**src/rtl/intg_cap_pkg.sv**
```systemverilog
// Shared definitions for the integrator capture block: FSM state encodings,
// default geometry and the width of one captured {cycles, count} entry.
// No logic; imported by intg_capture and intg_cap_fifo.
package intg_cap_pkg;

    localparam int CW_DEF    = 4;   // integrator count width
    localparam int TW_DEF    = 8;   // run-cycle timer width
    localparam int DEPTH_DEF = 4;   // capture FIFO entries

    // 2'b11 is unused and recovers to ST_IDLE.
    typedef enum logic [1:0] {
        ST_IDLE = 2'b00,
        ST_RUN  = 2'b01,
        ST_HOLD = 2'b10
    } state_e;

    function automatic int entry_w(input int tw, input int cw);
        return tw + cw;
    endfunction

endpackage

```
**src/rtl/intg_cap_fifo.sv**
```systemverilog
// Synchronous FIFO holding captured entries; head is exposed from registers.
// Latency: a write is visible at the head one cycle later (no bypass).
// Backpressure: wr_rdy_o drops when full unless a pop happens in the same cycle.
//
// Ports: clk, rst_n (async active-low); wr_vld_i/wr_dat_i/wr_rdy_o write side;
//        rd_rdy_i/rd_vld_o/rd_dat_o read side (rd_dat_o is 0 when empty); full_o.
module intg_cap_fifo
    import intg_cap_pkg::*;
#(
    parameter int DW    = entry_w(TW_DEF, CW_DEF),
    parameter int DEPTH = DEPTH_DEF
) (
    input  logic          clk,
    input  logic          rst_n,
    input  logic          wr_vld_i,
    input  logic [DW-1:0] wr_dat_i,
    output logic          wr_rdy_o,
    input  logic          rd_rdy_i,
    output logic          rd_vld_o,
    output logic [DW-1:0] rd_dat_o,
    output logic          full_o
);

    localparam int AW = $clog2(DEPTH);

    // Pointers carry an extra wrap bit to tell full from empty.
    logic [AW:0]   wr_ptr_q, rd_ptr_q;
    logic [DW-1:0] mem_q [DEPTH];
    logic          empty;
    logic          do_push, do_pop;

    assign empty    = (wr_ptr_q == rd_ptr_q);
    assign full_o   = (wr_ptr_q[AW] != rd_ptr_q[AW]) &&
                      (wr_ptr_q[AW-1:0] == rd_ptr_q[AW-1:0]);
    assign do_pop   = rd_rdy_i & ~empty;
    // A pop frees the slot being written, so push-while-full is accepted then.
    assign wr_rdy_o = ~full_o | do_pop;
    assign do_push  = wr_vld_i & wr_rdy_o;

    assign rd_vld_o = ~empty;
    assign rd_dat_o = empty ? '0 : mem_q[rd_ptr_q[AW-1:0]];

    always_ff @(posedge clk or negedge rst_n) begin
        if (!rst_n) begin
            wr_ptr_q <= '0;
            rd_ptr_q <= '0;
        end else begin
            if (do_push) wr_ptr_q <= wr_ptr_q + (AW+1)'(1);
            if (do_pop)  rd_ptr_q <= rd_ptr_q + (AW+1)'(1);
        end
    end

    // Storage needs no reset: it is only observed through a non-empty head.
    always_ff @(posedge clk) begin
        if (do_push) mem_q[wr_ptr_q[AW-1:0]] <= wr_dat_i;
    end

endmodule

```
**src/rtl/intg_capture.sv**
```systemverilog
// Times integrator runs (start -> rising done) and queues {cycles, count}.
// Latency: a capture appears on out_valid one cycle after done rises.
// Backpressure: FIFO absorbs stalls; a capture arriving while full is dropped and flags overflow.
//
// Ports: clk, reset_n (async active-low); start, done, cnt from the integrator;
//        out_valid/out_ready/out_data result stream; fifo_full; overflow (sticky).
// Build option: define INTG_CAP_DROPCNT_EN to add drop_cnt, a saturating
//        4-bit count of dropped captures.
module intg_capture
    import intg_cap_pkg::*;
#(
    parameter int DEPTH = DEPTH_DEF,
    parameter int CW    = CW_DEF,
    parameter int TW    = TW_DEF
) (
    input  logic                clk,
    input  logic                reset_n,
    input  logic                start,
    input  logic                done,
    input  logic [CW-1:0]       cnt,
    output logic                out_valid,
    input  logic                out_ready,
    output logic [TW+CW-1:0]    out_data,
    output logic                fifo_full,
    output logic                overflow
`ifdef INTG_CAP_DROPCNT_EN
    ,
    output logic [3:0]          drop_cnt
`endif
);

    localparam int DW = entry_w(TW, CW);

    state_e          state_q;
    logic [TW-1:0]   cyc_q;
    logic [TW-1:0]   cyc_d;
    logic            done_q;
    logic            ovf_q;
    logic            done_rise;
    logic            push_req;
    logic            push_rdy;
    logic            drop;

    assign done_rise = done & ~done_q;
    // Restart wins over completion when both happen in the same cycle.
    assign push_req  = (state_q == ST_RUN) & ~start & done_rise;
    assign drop      = push_req & ~push_rdy;
    // Timer saturates rather than wrapping so long runs read as "at least max".
    assign cyc_d     = (cyc_q == '1) ? cyc_q : cyc_q + TW'(1);

    always_ff @(posedge clk or negedge reset_n) begin
        if (!reset_n) begin
            state_q <= ST_IDLE;
            cyc_q   <= '0;
            done_q  <= 1'b0;
            ovf_q   <= 1'b0;
        end else begin
            done_q <= done;
            case (state_q)
                ST_IDLE: begin
                    if (start) begin
                        state_q <= ST_RUN;
                        cyc_q   <= '0;
                    end
                end
                ST_RUN: begin
                    if (start) begin
                        cyc_q <= '0;
                    end else if (done_rise) begin
                        state_q <= ST_HOLD;
                    end else begin
                        cyc_q <= cyc_d;
                    end
                end
                // Wait for done to fall so a still-high done cannot re-trigger.
                ST_HOLD: begin
                    if (!done) state_q <= ST_IDLE;
                end
                default: state_q <= ST_IDLE;
            endcase
            if (drop) ovf_q <= 1'b1;
        end
    end

    assign overflow = ovf_q;

`ifdef INTG_CAP_DROPCNT_EN
    logic [3:0] drop_cnt_q;

    always_ff @(posedge clk or negedge reset_n) begin
        if (!reset_n) begin
            drop_cnt_q <= '0;
        end else if (drop && drop_cnt_q != 4'hF) begin
            drop_cnt_q <= drop_cnt_q + 4'd1;
        end
    end

    assign drop_cnt = drop_cnt_q;
`endif

    intg_cap_fifo #(
        .DW    (DW),
        .DEPTH (DEPTH)
    ) u_fifo (
        .clk      (clk),
        .rst_n    (reset_n),
        .wr_vld_i (push_req),
        .wr_dat_i ({cyc_q, cnt}),
        .wr_rdy_o (push_rdy),
        .rd_rdy_i (out_ready),
        .rd_vld_o (out_valid),
        .rd_dat_o (out_data),
        .full_o   (fifo_full)
    );

endmodule
```
**config.mk**
```make
export PLATFORM = sky130hd
export DESIGN_NAME = intg_capture
export DESIGN_NICKNAME = d
export VERILOG_FILES = /design/src/rtl/intg_cap_pkg.sv /design/src/rtl/intg_cap_fifo.sv /design/src/rtl/intg_capture.sv
export SDC_FILE = /design/constraint.sdc
export NUM_CORES = 1
export LEC_CHECK = 0
export ABC_AREA = 1
export CORE_UTILIZATION = 50
export CTS_CLUSTER_SIZE = 30
export DETAILED_ROUTE_END_ITERATION = 10
export GPL_TIMING_DRIVEN = 0
export PLACE_DENSITY = 0.7
export SLEW_MARGIN = 20
export SYNTH_ARGS = -nofsm -noshare
export SYNTH_HDL_FRONTEND = slang
export SYNTH_SLANG_ARGS = --single-unit
```
**constraint.sdc**
```tcl
create_clock -name clk -period 3.8 [get_ports clk]
set_input_delay 0.76 -clock clk [delete_from_list [all_inputs] [get_ports clk]]
set_output_delay 0.76 -clock clk [all_outputs]
set_load 0.01 [all_outputs]
```
; Word-level counts from Yosys, hierarchy flattened
; Memory sizes are Yosys's and may differ from the RTL's.
; Index checks and enable logic that the tools add are counted.
[word_totals]
out_inout_bits = 15
ram_bits = 48
inputBits = 9
wordCells = 52
ff_bits = 18
rom_bits = 0
mem_count = 1
latchBits = 0
[op_classes]
n_mul = 0
n_mux = 13
bitwise = 12
n_shift = 0
add_sub_neg = 3
n_eq_ne = 12
order_cmp = 0
div_mod_pow = 0
reduce_logical = 5
[mem_list]
columns = name, depth, word_bits, rd, rd_clocked_by_memory_dff, write_ports, line
row1 = u_fifo.mem_q, 4, 12, 1, 0, 1, intg_cap_fifo.sv:28  ; logic [DW-1:0] mem_q [DEPTH];
[ops]
columns = operator, count
row1 = two-way mux 8 bit, 4
row2 = one-hot mux 8 bit (2 select lines), 1
row3 = two-way mux 12 bit, 1
row4 = "adder 8 x 1 -> 8 bit, second input constant", 1
row5 = "== test 8 bit, second input constant", 1
row6 = two-way mux 2 bit, 4
row7 = "!= test 2 bit, second input constant", 4
row8 = AND reduction 4 bit, 2
row9 = "adder 3 x 1 -> 3 bit, second input constant", 2
row10 = bitwise AND 1 bit, 6
row11 = "!= test 3 bit, second input constant", 2
row12 = one-hot mux 2 bit (3 select lines), 1
row13 = inverter 1 bit, 5
row14 = == test 3 bit, 1
row15 = "== test 2 x 1 -> 1 bit, second input constant", 1
row16 = == test 2 bit, 1
row17 = "== test 2 bit, second input constant", 1
row18 = logical NOT 2 bit, 1
row19 = two-way mux 1 bit, 2
row20 = nonzero test 2 bit, 1
row21 = logical AND 1 bit, 1
row22 = != test 1 bit, 1
row23 = OR 1 bit, 1

; Longest topological paths before layout
; Gate-level depths: netlist of the first run.
[logic_depth]
depth_word = 7
ltp_mapped = 8
ltp_nobuf = 8

; Modules after synthesis
; From an unflattened synthesis of the first run, not the netlist that was laid out.
[unflattened]
cells_unflattened = 307
hier_area_um2 = 3146.8
[modules_own_cells]
columns = module, area_each_um2, seq_area_each_um2, instances, cells_per_inst
row1 = intg_cap_fifo, 2404.8, 1591.5, 1, 212
row2 = intg_capture, 742.0, 300.3, 1, 95

; Least setup slack after synthesis of the first run
; No wires, ideal clock.
[synth_timing]
kind = input -> register
from = input start
to = memory u_fifo.mem_q[0][0] (netlist bit), enable pin
arrival_time_ps = 1868
cell_stages = 5
path_slack_ps = 1551
required_ps = 3420
setup_time_ps = 380
path_buffers = 0
path_cell_list = inv_1 nand2_1 nor2_1 nand2_2 nor2_1
[synth_between]
elab_chain_len = 6
[synth_lines]
columns = item, line
row1 = start: declaration, intg_capture.sv:18  ; input logic start,
row2 = inverter 1 bit, intg_capture.sv:46  ; assign push_req = (state_q == ST_RUN) & ~start & done_rise;
row3 = bitwise AND 1 bit (2 in series), intg_capture.sv:46
row4 = bitwise AND 1 bit, intg_cap_fifo.sv:38  ; assign do_push = wr_vld_i & wr_rdy_o;
row5 = two-way mux 1 bit, intg_cap_fifo.sv:55  ; if (do_push) mem_q[wr_ptr_q[AW-1:0]] <= wr_dat_i;
row6 = two-way mux 1 bit (not written as such), intg_cap_fifo.sv:55
row7 = end: declaration, intg_cap_fifo.sv:28
; Every way passes these cells.

; Worst setup path after layout of the first run
[layout_timing]
from = register u_fifo.rd_ptr_q[1]
to = output out_data[7]
[layout_between]
elab_chain_len = 2
word_cells_on_any_way = 3
cone_classes = 1 x eq/ne / 1 x mux / 1 x memory
[layout_lines]
columns = item, line
row1 = start: declaration, intg_cap_fifo.sv:27  ; logic [AW:0] wr_ptr_q, rd_ptr_q;
row2 = start signal: assignment, intg_cap_fifo.sv:49  ; if (do_pop) rd_ptr_q <= rd_ptr_q + (AW+1)'(1);
row3 = memory (4 x 12 bit) / == test 3 bit (equally long branches), -
row4 = two-way mux 12 bit *, intg_cap_fifo.sv:41  ; assign rd_dat_o = empty ? '0 : mem_q[rd_ptr_q[AW-1:0]];
row5 = end: declaration, intg_capture.sv:23  ; output logic [TW+CW-1:0] out_data,
; Mark *: on every way between the ends. The rest lies on a longest branch, timed or not.

==> impl_metrics.csv, run 1 <==
group,metric,value,unit
floorplanning,pin_count,24,
global_routing,grt_max_degree,19,
critical_path,critical-path-top-delay-family,"buffers and inverters",
placed_design,pre_cts_slack,420.0,ps
routing,ant_nets,0,
logic_synthesis,syn_avg_cell_area,11.22,sq um
floorplanning,start_util,52.92,%
routing,vias,1908,
logic_synthesis,synth_fa_ha_area_share,2.515,%
cts,clockRootBuffer,"clkbuf_8",
layout,area_delta_synth_final,16.43,%
logic_synthesis,synth_top_family_by_area,"simple AND/OR/NAND/NOR gates",
logic_synthesis,yosysSeqAreaShare,63.37,%
logic_synthesis,synth_compound_gate_area_share,7.963,%
cts,cts_buffers,9,
global_routing,grt_pass1_wl,8.852,mm
timing,max_slew_margin,27.44,%
critical_path,path_cells,"buf_2 -> clkbuf_1 -> o21ai_0 -> o22ai_1 -> nand2_1 -> inv_1 -> clkdlybuf4s50_1",
cts,cts_htree_levels,3,
global_routing,grt-ovfl-total,0,
floorplanning,die_area,0.006284,sq mm
logic_synthesis,synthCells,266,
timing,final_hold_viol_count,0,
critical_path,critical_path.max_stage_delay,520,ps
power_and_ir_drop,p_total,2.416,mW
logic_synthesis,synth_xor_area_share,2.557,%
placed_design,routabilityCongestion,0.8549,
placed_design,dp_hpwl,3.564,mm
timing,tns,0,ps
placed_design,io_buffers,23,
timing,grt_setup_unrepaired,"no",
layout,n_fill_cell,458,
timing,report.final.slew_viol_count,0,
timing,timing.fmax,325.5,MHz
critical_path,critPathMaxFanout,10,
critical_path,cp-start-kind,"register",
critical_path,critPathCaptureType,"primary output",
timing,setup_violations,0,
logic_synthesis,ys_types,30,
power_and_ir_drop,p_leak,1.428,nW
logic_synthesis,syn_area,0.002985,sq mm
timing,fin_crit,3072,ps
power_and_ir_drop,peakVddDrop,0.3741,mV
logic_synthesis,ys_ff_latch,66,
power_and_ir_drop,power_density,695.0,mW/mm^2
job,drv_cap,0,
routing,vias_per_cell,5.061,
floorplanning,rows,27,
min_path,hp-class,"reg -> reg",
routing,wl_per_cell,14.47,um
cts,clk_pin_slew,70,ps
floorplanning,dieWidth,79.27,um
routing,drt_wl_total,5.455,mm
global_routing,grt_use_total,19.85,%
critical_path,critPathKind,"reg -> out",
critical_path,required,3040,ps
cts,cts_tree,"done",
critical_path,slowest_stage,"clkdlybuf4s50_1",
timing,min_period_over_period,80.85,%
global_routing,antenna_found_initial,0,
logic_synthesis,synth_mux_area_share,4.023,%
floorplanning,coreArea,0.005642,sq mm
cts,cts_resized,0,
critical_path,cp_num_buf_inv,4,
cts,cts_buffer_depth,2,
floorplanning,die_h,79.27,um
timing,finalWorstSetupSlack,727.6,ps
layout,drive_gt1_share,11.80,%
layout,num_antenna_cells,0,
logic_synthesis,yosys_warnings,0,
global_routing,first_global_vias,1829,
cts,cts_setup_buffers,0,
timing,fin_skew,6.625,ps
run_status,status,"finished clean",
timing,tightest_slew,1084,ps
routing,firstDrtPassIters,4,
cts,clk_latency,330,ps
routing,drt_iter0_drc,109,
cts,cts_sinks,66,
layout,final_nets,315,
cts,postCtsHoldBufs,0,
logic_synthesis,synthSimpleGateAreaFrac,13.75,%
critical_path,arrival,2310,ps
routing,drc,0,
logic_synthesis,syn_nets,281,
cells by family (layout without fill, tap and decap cells):
group	count (synthesis)	after routing
and+or+nand+nor	94	94
DFF	66	66
muxes	12	12
AOI/OAI and AO/OA	39	39
buffers and inverters	42	81
xor gates and xnor gates	7	7
adders and majority gates	6	6
cell usage after synthesis:
cell type | n | area share, %
a21oi_2 | 1 | 0.29
inv_2 | 1 | 0.13
xnor2_1 | 2 | 0.59
o22ai_1 | 12 | 2.5
nand3_1 | 12 | 2.0
o21ai_4 | 1 | 0.54
buf_1 | 1 | 0.13
buf_6 | 1 | 0.38
o21ai_1 | 2 | 0.34
xor2_1 | 3 | 0.88
nand2_2 | 4 | 0.84
nand3_2 | 1 | 0.34
inv_1 | 32 | 4.0
clkbuf_1 | 2 | 0.25
nand4_2 | 1 | 0.42
nand2_1 | 48 | 6.0
xnor2_2 | 2 | 1.1
nand4_1 | 1 | 0.21
a21oi_1 | 1 | 0.17
buf_4 | 1 | 0.25
nor2_1 | 25 | 3.1
o21ai_0 | 18 | 3.0
dfrtp_1 | 18 | 15
nor2_4 | 2 | 0.75
mux2i_1 | 12 | 4.0
buf_2 | 4 | 0.67
o21bai_1 | 2 | 0.50
edfxtp_1 | 48 | 48
ha_1 | 6 | 2.5
o21ai_2 | 2 | 0.59
final timing paths:
path	from	end	slack [ps]	cells past startpoint
worst max-delay path	u_fifo.rd_ptr_q[1]$_DFFE_PN0P_	out_data[7]	730	7
worst min-delay path	overflow$_DFFE_PN0P_	overflow$_DFFE_PN0P_	490	1
worst max register to register	state_q[1]$_DFFE_PN0P_	u_fifo.mem_q[2][5]$_DFFE_PP_	1280	5
worst min register to register	overflow$_DFFE_PN0P_	overflow$_DFFE_PN0P_	490	1
max in group asynchronous	reset_n	cyc_q[3]$_DFFE_PN0P_	2330	1
min in group asynchronous	reset_n	u_fifo.wr_ptr_q[1]$_DFFE_PN0P_	930	1
registers in the layout, summed over array words and instances, names as in the netlist:
name             count
state_q              2
u_fifo.wr_ptr_q      3
u_fifo.rd_ptr_q      3
overflow             1
cyc_q                8
u_fifo.mem_q        48
done_q               1
through the flow:
step	std cells	hold slack, ps	util [%]	area [sq um]
after floorplan	266	464.4	-	2985
after detailed placement	361	468.9	58.64	3308
after global routing	377	513.4	61.61	3476
after CTS	377	489.9	61.52	3471
final	377	485.1	61.61	3476
after global placement	361	461.9	58.59	3306
worst reg2reg max path, cell delays in order, from the launching register on:
cell	delay, ps
dfrtp_1	420
nor2_1	240
nand2_1	110
nor2_1	320
nand2_2	200
nor2_1	850
power by group:
part           internal (mW)  total, mW  switching [mW]
clock                  0.248      0.492           0.244
combinational          0.487       1.03           0.547
sequential             0.835      0.890          0.0548
layout make-up:
class / instances / area (sq um) / area share (%)
sequential: 66 / 1892 / 54.43
multi-input combinational: 158 / 927.1 / 26.67
timing repair buffer: 23 / 230.2 / 6.623
clock buffer: 12 / 145.1 / 4.176
inverter: 33 / 123.9 / 3.564
tap: 72 / 90.09 / 2.592
buffer: 9 / 50.05 / 1.440
clock inverter: 4 / 17.52 / 0.5040
cell usage in the layout (no fill, tap or decap):
cell	instances
nand4_1	1
clkbuf_1	4
buf_2	4
dfrtp_1	18
nor2_4	2
inv_1	32
buf_6	1
nor2_1	22
clkbuf_8	10
xnor2_1	2
inv_2	1
nand4_2	1
xor2_1	3
nor2_2	3
buf_1	1
mux2i_1	12
clkinv_1	2
xnor2_2	2
o22ai_1	12
nand2_2	4
edfxtp_1	48
o21ai_0	18
a21oi_1	1
clkinv_2	2
o21ai_1	2
ha_1	6
nand3_2	1
buf_4	1
nand2_1	48
o21bai_1	2
clkdlybuf4s50_1	23
nand3_1	12
a21oi_2	1
o21ai_2	2
o21ai_4	1
routing by layer:
| layer | share of wire (%) | up-vias | track usage [%] |
|---|---|---|---|
| li1 | - | 963 | - |
| met1 | 46 | 881 | 26.02 |
| met2 | 47 | 49 | 31.12 |
| met3 | 4.5 | 15 | 2.874 |
| met4 | 2.9 | 0 | 12.36 |
| met5 | 0 | - | 0 |
(Power assumes the default switching activity.)
==> run 2, diff against run 1 <==
--- a/config.mk
+++ b/config.mk
@@ -10,7 +10,7 @@
 export CTS_CLUSTER_SIZE = 30
 export DETAILED_ROUTE_END_ITERATION = 10
 export GPL_TIMING_DRIVEN = 0
-export PLACE_DENSITY = 0.7
+export PLACE_DENSITY = 0.73
 export SLEW_MARGIN = 20
 export SYNTH_ARGS = -nofsm -noshare
 export SYNTH_HDL_FRONTEND = slang
==> constraint.sdc (replaced) <==
create_clock -name clk -period 2.5 [get_ports clk]
set_input_delay 0.5 -clock clk [delete_from_list [all_inputs] [get_ports clk]]
set_output_delay 0.5 -clock clk [all_outputs]
set_load 0.01 [all_outputs]
==> run 2 against run 1 <==
Compared with the run above: largest cell class unchanged; largest power group unchanged; clock skew rose by 2.6 ps; critical path type is now in -> reg; power increased by 67%; highest routed layer unchanged; global-route usage rose by 0.52 points; critical endpoint is now u_fifo.mem_q[2][11]$_DFFE_PP_; via count increased by 4.5%.
==> impl_metrics.csv, run 2 (synthesized netlist as in run 1, its figures left out) <==
group,metric,value,unit
run_status,status,"finished clean",
critical_path,cp_num_buf_inv,2,
timing,timing.fmax,417.3,MHz
placed_design,io_buffers,23,
critical_path,critPathCaptureType,"register",
layout,n_fill_cell,415,
routing,firstDrtPassIters,4,
cts,clk_latency,340,ps
layout,final_cell_mix,"nand2_1, edfxtp_1, inv_1",
critical_path,path_cells,"clkdlybuf4s50_1 -> inv_1 -> nand2_1 -> nor2_1 -> nand2_2 -> nor2_2",
floorplanning,die_h,79.27,um
power_and_ir_drop,internal_power,2.640,mW
floorplanning,die_area,0.006284,sq mm
floorplanning,dieWidth,79.27,um
power_and_ir_drop,p_switching,1.387,mW
global_routing,grt_pass1_wl,9.190,mm
timing,report.final.slew_viol_count,0,
cts,postCtsHoldBufs,0,
layout,num_antenna_cells,0,
cts,cts_htree_levels,3,
power_and_ir_drop,combPwrFrac,44.6,%
placed_design,dp_hpwl,3.539,mm
routing,drt_iter0_drc,227,
routing,route.met3.wl,362,um
global_routing,first_global_vias,1892,
layout,area_delta_synth_final,23.14,%
routing,drc,0,
floorplanning,pin_count,24,
layout,drive_gt1_share,16.67,%
floorplanning,start_util,52.92,%
min_path,hp-class,"reg -> reg",
power_and_ir_drop,p_leak,1.636,nW
timing,tightest_slew,806.2,ps
critical_path,critical_path.max_stage_delay,580,ps
floorplanning,coreArea,0.005642,sq mm
timing,fin_crit,2396,ps
critical_path,slowest_stage,"nor2_2",
routing,vias,1993,
critical_path,cp-start-kind,"input port",
cts,cts_buffers,9,
timing,tns,0,ps
global_routing,grt-ovfl-total,0,
global_routing,grt_use_total,20.37,%
timing,final_hold_viol_count,0,
critical_path,critical-path-top-delay-family,"simple AND/OR/NAND/NOR gates",
cts,clockRootBuffer,"clkbuf_8",
power_and_ir_drop,power_density,1096,mW/mm^2
timing,finalWorstSetupSlack,103.9,ps
power_and_ir_drop,pwr-share-clk,21.6,%
routing,vias_per_cell,5.190,
power_and_ir_drop,seqPwrFrac,33.8,%
critical_path,critPathMaxFanout,12,
timing,min_period_over_period,95.84,%
routing,wl_per_cell,14.74,um
layout,final-seq-area,0.001892,sq mm
power_and_ir_drop,switching_share,34.45,%
timing,fin_skew,9.204,ps
layout,final_nets,322,
global_routing,grt_max_degree,19,
critical_path,required,2470,ps
global_routing,antenna_found_initial,0,
routing,met2_length,2.757,mm
cts,cts_tree,"done",
timing,grt_setup_unrepaired,"yes",
routing,ant_nets,0,
cts,cts_buffer_depth,2,
critical_path,arrival,2360,ps
cts,clk_pin_slew,70,ps
cts,cts_sinks,66,
job,drv_cap,0,
power_and_ir_drop,peakVddDrop,0.5812,mV
floorplanning,rows,27,
layout,largest_register_ffs,48,
placed_design,pre_cts_slack,-538.9,ps
placed_design,routabilityCongestion,0.8750,
timing,setup_violations,0,
critical_path,critPathKind,"in -> reg",
timing,max_slew_margin,46.08,%
layout,multi_input_area,957.2,sq um
routing,m1WireLength,2.485,mm
routing,top_layer,"met4",
routing,drt_wl_total,5.659,mm
==> run 2: path summary, 6_finish.rpt <==
path | from | endpoint | slack, ps | depth (start not counted)
min in group asynchronous | reset_n | u_fifo.wr_ptr_q[0]$_DFFE_PN0P_ | 630 | 1
max | start | u_fifo.mem_q[2][11]$_DFFE_PP_ | 100 | 6
min | overflow$_DFFE_PN0P_ | overflow$_DFFE_PN0P_ | 480 | 1
min reg2reg | overflow$_DFFE_PN0P_ | overflow$_DFFE_PN0P_ | 480 | 1
max reg2reg | state_q[0]$_DFFE_PN0P_ | u_fifo.mem_q[2][11]$_DFFE_PP_ | 260 | 6
max in group asynchronous | reset_n | cyc_q[6]$_DFFE_PN0P_ | 1360 | 1
==> run 2: metrics by stage <==
| step | total power [mW] | util [%] | area (sq um) | cells | hold slack (ps) |
|---|---|---|---|---|---|
| after global placement | 2.929 | 58.59 | 3306 | 361 | 464.6 |
| after floorplan | 2.300 | - | 2985 | 266 | 204.4 |
| after detailed placement | 2.959 | 58.68 | 3311 | 361 | 468.1 |
| after global routing | 4.266 | 65.16 | 3676 | 384 | 494.8 |
| after CTS | 4.035 | 64.16 | 3620 | 384 | 484.2 |
| final | 4.027 | 65.16 | 3676 | 384 | 480.2 |
==> run 2: final cells by class <==
class	count	area share, %
sequential	66	51.46
multi-input combinational	158	26.04
timing repair buffer	30	8.407
clock buffer	11	3.846
inverter	33	3.438
buffer	9	2.893
tap	72	2.451
clock inverter	5	1.464
==> run 2: metal layers <==
| metal | track usage, % | vias to the layer above |
|---|---|---|
| met5 | 0 | - |
| met4 | 7.273 | 0 |
| met3 | 5.977 | 7 |
| met2 | 31.90 | 59 |
| met1 | 27.01 | 946 |
| li1 | - | 981 |
==> run 2: power by group through the flow <==
stage / logic, mW / clock network (mW) / registers, mW
after global placement: 1.56 / 0 / 1.37
after detailed placement: 1.58 / 0 / 1.37
after floorplan: 0.944 / 0 / 1.36
final: 1.80 / 0.870 / 1.36
after CTS: 1.79 / 0.882 / 1.36
after global routing: 1.97 / 0.926 / 1.37
==> run 2: repair_timing <==
item / 4_1_cts / 5_1_grt
pin swaps: 2 / 2
setup endpoints to repair: 37 / 35
cloned: 1 / 0
buffers inserted: 6 / 0
resized for setup: 21 / 18
endpoints found under the hold margin: 0 / 0
==> run 3, diff against run 2 <==
--- a/config.mk
+++ b/config.mk
@@ -9,6 +9,7 @@
 export CORE_UTILIZATION = 50
 export CTS_CLUSTER_SIZE = 30
 export DETAILED_ROUTE_END_ITERATION = 10
+export GPL_ROUTABILITY_DRIVEN = 0
 export GPL_TIMING_DRIVEN = 0
 export PLACE_DENSITY = 0.73
 export SLEW_MARGIN = 20
==> constraint.sdc (replaced) <==
create_clock -name clk -period 2.5 [get_ports clk]
set_input_delay 0.5 -clock clk [delete_from_list [all_inputs] [get_ports clk]]
set_output_delay 0.5 -clock clk [all_outputs]
set_load 0.05 [all_outputs]
==> run 3 against run 2 <==
Compared with the run above: critical path depth decreased by 1; global-route usage decreased by 0.53 points; clock skew about the same; flip-flop and latch count unchanged; non-clock buffer count decreased by 7; final cell count decreased by 1.8%; via count decreased by 2.0%; power increased by 6.7%; highest routed layer unchanged; worst setup slack got worse by 0.85 ps; routed wire length decreased by 4.1%; combinational power increased by 16%.
==> impl_metrics.csv, run 3 (synthesized netlist as in run 1, its figures left out) <==
group,metric,value,unit
global_routing,grt-ovfl-total,0,
floorplanning,die_area,0.006284,sq mm
layout,n_fill_cell,459,
timing,tightest_slew,813.1,ps
floorplanning,pin_count,24,
placed_design,io_buffers,23,
run_status,status,"finished clean",
critical_path,critPathCaptureType,"primary output",
cts,cts_htree_levels,3,
routing,wl_per_cell,14.39,um
power_and_ir_drop,peakVddDrop,0.7291,mV
cts,cts_setup_buffers,0,
floorplanning,die_h,79.27,um
timing,setup_violations,0,
power_and_ir_drop,switching_share,45.38,%
routing,vias,1953,
layout,finish.utilization,61.70,%
timing,report.final.slew_viol_count,0,
critical_path,required,2000,ps
layout,final_cell_mix,"nand2_1, edfxtp_1, inv_1",
cts,clk_latency,330,ps
routing,ant_nets,0,
global_routing,first_global_vias,1853,
cts,cts_buffers,9,
power_and_ir_drop,p_leak,1.470,nW
timing,max_slew_margin,45.62,%
placed_design,dp_hpwl,3.539,mm
routing,drt_iter0_drc,150,
cts,postCtsHoldBufs,0,
timing,timing.fmax,417.2,MHz
power_and_ir_drop,p_total,4.296,mW
power_and_ir_drop,p_switching,1.949,mW
power_and_ir_drop,power_density,1234,mW/mm^2
layout,num_antenna_cells,0,
global_routing,grt_use_total,19.83,%
layout,final-seq-area,0.001892,sq mm
power_and_ir_drop,pwr-share-clk,20.2,%
cts,clockRootBuffer,"clkbuf_8",
placed_design,pre_cts_slack,-538.9,ps
critical_path,critPathMaxFanout,10,
layout,area_delta_synth_final,16.60,%
layout,final_nets,315,
routing,firstDrtPassIters,5,
critical_path,critPathKind,"reg -> out",
cts,cts_resized,63,
power_and_ir_drop,seqPwrFrac,31.5,%
power_and_ir_drop,internal_power,2.347,mW
cts,cts_tree,"done",
global_routing,grt_pass1_wl,8.894,mm
routing,vias_per_cell,5.180,
timing,min_period_over_period,95.88,%
cts,cts_buffer_depth,2,
cts,cts_sinks,66,
floorplanning,start_util,52.92,%
global_routing,antenna_found_initial,0,
layout,largest_register_ffs,48,
timing,finalWorstSetupSlack,103.0,ps
routing,drc,0,
min_path,hp-class,"reg -> reg",
cts,clk_pin_slew,70,ps
floorplanning,coreArea,0.005642,sq mm
floorplanning,dieWidth,79.27,um
floorplanning,rows,27,
timing,fin_crit,2397,ps
global_routing,grt_max_degree,19,
critical_path,arrival,1900,ps
job,drv_cap,0,
routing,drt_wl_total,5.426,mm
timing,grt_setup_unrepaired,"yes",
power_and_ir_drop,combPwrFrac,48.3,%
timing,fin_skew,9.085,ps
timing,final_hold_viol_count,0,
critical_path,cp-start-kind,"register",
layout,drive_gt1_share,18.36,%
layout,multi_input_area,939.7,sq um
[run 3: power groups by stage]
stage	clock, mW	sequential (mW)	combinational [mW]
after floorplan	0	1.37	1.57
after global placement	0	1.37	2.20
after detailed placement	0	1.37	2.22
after CTS	0.882	1.35	2.10
after global routing	0.926	1.37	2.24
final	0.868	1.35	2.08
[run 3: cell type report]
| class | count | share of cell area (%) |
|---|---|---|
| inverter | 33 | 3.559 |
| buffer | 9 | 1.761 |
| multi-input combinational | 158 | 26.99 |
| clock buffer | 11 | 4.062 |
| clock inverter | 5 | 1.546 |
| timing repair buffer | 23 | 5.140 |
| tap | 72 | 2.588 |
| sequential | 66 | 54.35 |
[run 3: routing by layer]
layer  vias up  track usage [%]  part of all wire [%]
met4         0            8.545                   1.3
met2        49            31.12                    49
met5         -                0                     0
li1        966                -                     -
met3         6            5.287                   3.9
met1       932            25.99                    45
[run 3: final timing paths]
kind	to	cells after the start	from	slack [ps]
worst max-delay path	out_valid	5	u_fifo.rd_ptr_q[0]$_DFFE_PN0P_	100
worst min-delay path	overflow$_DFFE_PN0P_	1	overflow$_DFFE_PN0P_	480
worst max register to register	u_fifo.mem_q[2][11]$_DFFE_PP_	5	state_q[1]$_DFFE_PN0P_	280
worst min register to register	overflow$_DFFE_PN0P_	1	overflow$_DFFE_PN0P_	480
max in group asynchronous	cyc_q[6]$_DFFE_PN0P_	1	reset_n	1350
min in group asynchronous	u_fifo.wr_ptr_q[0]$_DFFE_PN0P_	1	reset_n	640
[run 3: critical path: stages (launching register included)]
cell	delay (ps)
dfrtp_1	380
buf_4	190
xnor2_2	230
nand3_2	170
buf_2	240
clkdlybuf4s15_2	360
[run 3: metrics by stage]
step           instances  hold slack [ps]  instance area (sq um)  TNS [ps]
3_3_place_gp         361            464.6                   3306    -26160
2_1_floorplan        266            204.4                   2985         0
3_5_place_dp         361            468.1                   3311    -21210
4_1_cts              377            484.2                   3485    -28.37
6_report             377            480.2                   3481         0
5_1_grt              377            494.8                   3481    -464.6
